### src/rtl/sd_modulator.sv
// -----------------------------------------------------------------------------
// sd_modulator
//   Second-order digital sigma-delta modulator. Turns a stream of signed
//   parallel samples into a 1-bit bitstream DSDOUT and its bit clock SDCLK,
//   which is derived from SYSCLK. Samples enter through a one-deep buffer
//   with a valid/ready handshake. Each sample is held for reg_osr+1 bits.
//
// Ports
//   SYSCLK        in   system clock
//   SYSRST        in   asynchronous reset, active-high
//   reg_en        in   modulator enable
//   reg_clkdiv    in   SDCLK half-period = reg_clkdiv+1 SYSCLK cycles
//   reg_osr       in   bits per sample = reg_osr+1
//   sample_data   in   signed input sample (DATA_W bits)
//   sample_valid  in   sample_data valid
//   sample_ready  out  buffer can accept a sample
//   DSDOUT        out  sigma-delta bitstream, updated on SDCLK falling edge
//   SDCLK         out  bit clock; DSDOUT is stable around its rising edge
//   underrun      out  sticky: a new sample was needed while the buffer was empty
// -----------------------------------------------------------------------------
module sd_modulator #(
    parameter int DATA_W  = 16,
    parameter int GUARD_W = 4
) (
    input  logic              SYSCLK,
    input  logic              SYSRST,
    input  logic              reg_en,
    input  logic [3:0]        reg_clkdiv,
    input  logic [7:0]        reg_osr,
    input  logic [DATA_W-1:0] sample_data,
    input  logic              sample_valid,
    output logic              sample_ready,
    output logic              DSDOUT,
    output logic              SDCLK,
    output logic              underrun
);

    localparam int IW = DATA_W + GUARD_W;  // integrator width
    localparam int SW = IW + 2;            // headroom for the unsaturated sums

    // Feedback magnitude 2^(DATA_W-1), expressed at sum width.
    localparam logic signed [SW-1:0] FS =
        {{(SW-DATA_W){1'b0}}, 1'b1, {(DATA_W-1){1'b0}}};

    // Clamp a wide sum to the IW-bit signed range. This keeps a full-scale
    // negative input from wrapping the integrator sign.
    function automatic logic signed [IW-1:0] sat(input logic signed [SW-1:0] v);
        logic signed [SW-1:0] hi;
        logic signed [SW-1:0] lo;
        hi = {{(SW-IW+1){1'b0}}, {(IW-1){1'b1}}};
        lo = {{(SW-IW+1){1'b1}}, {(IW-1){1'b0}}};
        if (v > hi)
            return hi[IW-1:0];
        else if (v < lo)
            return lo[IW-1:0];
        else
            return v[IW-1:0];
    endfunction

    function automatic logic signed [SW-1:0] ext_iw(input logic signed [IW-1:0] v);
        return {{(SW-IW){v[IW-1]}}, v};
    endfunction

    logic [3:0]               div_cnt;
    logic [7:0]               bit_cnt;
    logic                     sdclk_r;
    logic                     dsdout_r;
    logic                     underrun_r;
    logic                     buf_full;
    logic signed [DATA_W-1:0] buf_data;
    logic signed [DATA_W-1:0] active;
    logic signed [IW-1:0]     int1;
    logic signed [IW-1:0]     int2;

    logic                     tick;
    logic                     step;
    logic                     wrap;
    logic                     take;
    logic                     y;
    logic signed [SW-1:0]     x_w;
    logic signed [SW-1:0]     fb;
    logic signed [SW-1:0]     sum1;
    logic signed [SW-1:0]     sum2;
    logic signed [IW-1:0]     int1_nxt;
    logic signed [IW-1:0]     int2_nxt;

    assign sample_ready = ~buf_full & ~SYSRST;
    assign take         = sample_valid & sample_ready;

    // ">=" rather than "==" so that lowering reg_clkdiv below the current
    // count still ends the half-period, instead of running on to a 4-bit wrap.
    assign tick = reg_en & (div_cnt >= reg_clkdiv);
    // A modulator step happens on the cycle where SDCLK falls.
    assign step = tick & sdclk_r;
    assign wrap = (bit_cnt == reg_osr);

    // Modulator step. The output bit comes from the pre-update int2.
    always_comb begin
        y        = ~int2[IW-1];
        x_w      = {{(SW-DATA_W){active[DATA_W-1]}}, active};
        fb       = y ? FS : -FS;
        sum1     = ext_iw(int1) + x_w - fb;
        int1_nxt = sat(sum1);
        sum2     = ext_iw(int2) + ext_iw(int1_nxt) - fb;
        int2_nxt = sat(sum2);
    end

    always_ff @(posedge SYSCLK or posedge SYSRST) begin
        if (SYSRST) begin
            div_cnt    <= '0;
            bit_cnt    <= '0;
            sdclk_r    <= 1'b0;
            dsdout_r   <= 1'b0;
            underrun_r <= 1'b0;
            buf_full   <= 1'b0;
            active     <= '0;
            int1       <= '0;
            int2       <= '0;
        end else begin
            // Reload at the wrap step. The next step then uses the new sample.
            if (step && wrap) begin
                if (buf_full) begin
                    active   <= buf_data;
                    buf_full <= 1'b0;
                end else begin
                    underrun_r <= 1'b1;
                end
            end
            // Ready is only high when the buffer is empty, so the reload
            // above cannot collide with a transfer. A transfer wins if both
            // happen on the same edge.
            if (take)
                buf_full <= 1'b1;

            if (!reg_en) begin
                div_cnt  <= '0;
                bit_cnt  <= '0;
                sdclk_r  <= 1'b0;
                dsdout_r <= 1'b0;
                int1     <= '0;
                int2     <= '0;
            end else begin
                if (tick) begin
                    div_cnt <= '0;
                    sdclk_r <= ~sdclk_r;
                end else begin
                    div_cnt <= div_cnt + 4'd1;
                end
                if (step) begin
                    dsdout_r <= y;
                    int1     <= int1_nxt;
                    int2     <= int2_nxt;
                    bit_cnt  <= wrap ? 8'd0 : bit_cnt + 8'd1;
                end
            end
        end
    end

    // Buffer payload: its validity is carried by buf_full, so it needs no reset.
    always_ff @(posedge SYSCLK) begin
        if (take)
            buf_data <= sample_data;
    end

    assign SDCLK    = sdclk_r;
    assign DSDOUT   = dsdout_r;
    assign underrun = underrun_r;

endmodule
### config.mk
export PLATFORM = sky130hd
export DESIGN_NAME = sd_modulator
export DESIGN_NICKNAME = d
export VERILOG_FILES = /design/src/rtl/sd_modulator.sv
export SDC_FILE = /design/constraint.sdc
export NUM_CORES = 1
export LEC_CHECK = 0
export ABC_CLOCK_PERIOD_IN_PS = 8500
export BUFFER_PORTS_ARGS = -buffer_cell sky130_fd_sc_hd__buf_2
export CAP_MARGIN = 5
export CORE_AREA = 3 3 121 123
export CTS_CLUSTER_SIZE = 16
export DETAILED_ROUTE_END_ITERATION = 8
export DIE_AREA = 0 0 124 126
export HOLD_SLACK_MARGIN = 0.05
export PLACE_DENSITY = 0.66
export SYNTH_ARGS = -nofsm -noshare
export SYNTH_HDL_FRONTEND = slang
export SYNTH_SLANG_ARGS = --single-unit
### constraint.sdc
create_clock -name SYSCLK -period 8.5 [get_ports SYSCLK]
set_input_delay 1.7 -clock SYSCLK [delete_from_list [all_inputs] [get_ports SYSCLK]]
set_output_delay 1.7 -clock SYSCLK [all_outputs]
set_load 0.03 [all_outputs]
==> results.sh <==
export IMPL_crit_required_ns=8.73
export IMPL_fin_cells=961
export IMPL_yosys_area_share_adder=0.163
export IMPL_synth_nets=866
export IMPL_setup_viol=0
export IMPL_pin_count=36
export IMPL_fillers=1272
export IMPL_rsz0062_at_grt="false"
export IMPL_avgSynthCellArea_um2=9.05
export IMPL_final_nets=892
export IMPL_crit_fanout=18
export IMPL_dpl_hpwl_um=11300
export IMPL_antenna_left=0
export IMPL_critPathBufInv=3
export IMPL_fp_dieH_um=126
export IMPL_post_route_util=0.538
export IMPL_r2r_setup_slack_ns=2.09
export IMPL_crit_family="compound AO/OA/AOI/OAI gates"
export IMPL_dieArea_mm2=0.0156
export IMPL_fin_tns_setup_ns=0
export IMPL_synthSimpleGateAreaFrac=0.118
export IMPL_cpPeakStageDelay_ns=0.56
export IMPL_post_route_period_util=0.754
export IMPL_vias=5337
export IMPL_cts_sinks=88
export IMPL_synth_seq_area_share=0.336
export IMPL_clock_fmax_mhz=156
export IMPL_drt_vias_per_instance=5.55
export IMPL_syn_to_final_growth_pct=9.16
export IMPL_grt_pass1_wl_um=25000
export IMPL_slew_violations=0
export IMPL_antenna_found_initial=0
export IMPL_r2r_end="int2[14]"
export IMPL_ys_seq_elements=88
export IMPL_hold_depth=2
export IMPL_cts_hold_buf=0
export IMPL_arrival_ns=6.63
export IMPL_cts_tree="yes"
export IMPL_synth_top_family_by_area="compound AO/OA/AOI/OAI gates"
export IMPL_grt_max_degree=73
export IMPL_clock_latency_ns=0.34
export IMPL_finalHoldViolCount=0
export IMPL_status="finished clean"
export IMPL_cts_setup_buffers=0
export IMPL_cts_root_buf="clkbuf_16"
export IMPL_dp_cells=945
export IMPL_worstMarginPinSlew_ns=0.930
export IMPL_worstSetupPathType="register to register"
export IMPL_antenna_cells=0
export IMPL_port_buffers=35
export IMPL_finalWirelength_um=15000
export IMPL_synth_area_leaders="dfrtp_1 27%, ha_1 14%, edfxtp_1 7.1%, inv_1 7.1%, a221o_1 4.9%"
export IMPL_clock_skew_ns=0.00845
export IMPL_synth_xor_area_frac=0.0594
export IMPL_hold_path_class="register to register"
export IMPL_min_to="active[3]"
export IMPL_synth_edff_count=16
export IMPL_synth_cell_type_count=65
export IMPL_dr_first_iter_drc_count=267
export IMPL_drc=0
export IMPL_cp_slowest_cell="fa_1"
export IMPL_drv_cap=0
export IMPL_synth_area_mux_share=0.00313
export IMPL_synthArstFlopShare=0.818
export IMPL_rr_startpoint="active[15]"
export IMPL_wl_per_cell_um=15.6
export IMPL_grt_usage=0.199
export IMPL_globalplace_congestion=0.918
export IMPL_whs_ns=0.458
export IMPL_drt_pass1_iterations=5
export IMPL_synth_cells=750
export IMPL_crit_path_end_kind="register"
export IMPL_core_mm2=0.0138
export IMPL_period_minus_slack_ns=6.41
export IMPL_crit_top_cell="a21o_1"
export IMPL_layout_drive_gt1_share=0.101
export IMPL_synth_main_ff_cell="dfrtp_1"
export IMPL_worstHoldStart="buf_data[3]"
export IMPL_max_slew_margin_rel=0.380
export IMPL_yosys_warnings=0
export IMPL_cts_buffer_depth=2
export IMPL_overflow=0
export IMPL_synth_top_area_frac=0.266
export IMPL_die_w_um=124
export IMPL_path_clk_slew_ns=0.07
export IMPL_initial_core_util=0.493
export IMPL_postCtsResizedCells=0
export IMPL_cts_buffers=9
export IMPL_grt_pass1_vias=5266
export IMPL_reg2regPathDepth=23
export IMPL_start_kind="register"
export IMPL_htreeDepth=3
export IMPL_path_cells="inv_1 -> fa_1 -> inv_1 -> ha_1 -> a21o_1 -> a21o_1 -> a21oi_2 -> o31ai_1 -> o21ai_0 -> and2_1 -> a21o_1 -> a21oi_1 -> ha_1 -> inv_1 -> ha_1 -> a21o_1 -> a2111oi_0 -> a22oi_1 -> a21o_1 -> a221o_1 -> xor2_1 -> or3_1 -> a22o_1"
export IMPL_synth_largest_area_cell="dfrtp_1"
export IMPL_synth_compound_area_share=0.230
export IMPL_rows=43
export IMPL_synthesis_area_mm2=0.00679
-- placed cells by master (no fill, tap or decap), types with 4 or more instances in the layout --
cell type / instances
nand2_1: 57
and3_1: 4
nand4_1: 6
buf_2: 35
a21oi_1: 48
xnor2_1: 22
nor4_1: 4
o21a_1: 9
o21ai_0: 48
o211ai_1: 6
clkbuf_16: 9
or3_1: 4
nand2b_1: 9
a22oi_1: 4
nor2_2: 4
nor3_1: 5
fa_1: 7
dfrtp_1: 72
edfxtp_1: 16
o21ai_1: 5
ha_1: 77
and2_1: 8
a221o_1: 33
nand3_1: 14
a21o_1: 20
o21bai_1: 4
nor2_1: 32
xor2_1: 24
inv_1: 127
a211oi_1: 8
-- state kept, by name (all words and copies together), names as in the netlist --
register and flops:
int2 20, buf_data 16, buf_full 1, SDCLK 1, div_cnt 4, active 16, DSDOUT 1, bit_cnt 8
underrun 1, int1 20
-- metal layers --
metal | routed length (um) | GRT usage | vias to the layer above
met4 | 245 | 0.0644 | 0
li1 | - | - | 2666
met2 | 7040 | 0.327 | 87
met5 | 0 | 0 | -
met3 | 354 | 0.0198 | 19
met1 | 7330 | 0.274 | 2565
-- area by class of cell --
cell class	count	area, um^2	area share
sequential	88	2280	0.308
multi-input combinational	510	3890	0.526
inverter	129	484	0.0654
clock inverter	7	100	0.0135
tap	180	225	0.0304
clock buffer	9	225	0.0304
timing repair buffer	38	198	0.0267
-- through the flow --
step	setup slack, ns	area [um^2]
final	2.09	7410
after global routing	1.43	7410
after CTS	2.15	7410
after detailed placement	2.16	7080
after global placement	2.32	7080
after floorplan	2.73	6790
-- how the worst max path moves through the flow --
stage | start | endpoint | slack [ns] | cells after the start
after global placement | int2[19] | int2[14] | 2.32 | 22
final | active[15] | int2[14] | 2.09 | 23
after floorplan | active[15] | int2[9] | 2.73 | 27
after CTS | int2[19] | int2[12] | 2.15 | 22
after global routing | int2[19] | int2[12] | 1.43 | 22
after detailed placement | active[15] | int2[7] | 2.16 | 23
-- logic make-up after synthesis --
group / after synthesis
buffers and inverters: 152
flip-flops: 88
XOR/XNOR: 46
multiplexers: 2
AND/OR/NAND/NOR: 163
AO/OA/AOI/OAI: 215
adder cells (fa/ha/maj): 84
-- worst reg2reg max path: stages (launching register included) --
cell and delay [ns]:
dfrtp_1 0.40, inv_1 0.14, fa_1 0.56, inv_1 0.04, ha_1 0.40, a21o_1 0.21
a21o_1 0.18, a21oi_2 0.26, o31ai_1 0.13, o21ai_0 0.32, and2_1 0.21, a21o_1 0.43
a21oi_1 0.16, ha_1 0.31, inv_1 0.04, ha_1 0.37, a21o_1 0.21, a2111oi_0 0.43
a22oi_1 0.15, a21o_1 0.24, a221o_1 0.40, xor2_1 0.17, or3_1 0.32, a22o_1 0.20
-- cell usage after synthesis, drive strengths merged, types with 2 or more instances --
cell,count
nor4,5
clkbuf,9
o211ai,6
a21boi,2
nor4b,2
nand4,6
nor3,5
a221o,33
a211oi,9
ha,77
o21bai,4
buf,14
nand2,58
a21o,20
nor2b,3
o32ai,2
o31ai,3
or3,4
edfxtp,16
dfrtp,72
nor2,36
fa,7
nand2b,10
o21a,9
xor2,24
a211o,2
a21oi,51
a22oi,4
xnor2,22
o21ai,54
inv,129
o211a,2
or4,3
a22o,3
and2,8
and3,4
a41oi,4
nand3,14
or2,3
a311oi,3
Power is left out: the tool's default activity adds up to more than one toggle a clock period on the data nets, which glitch-free logic cannot reach.
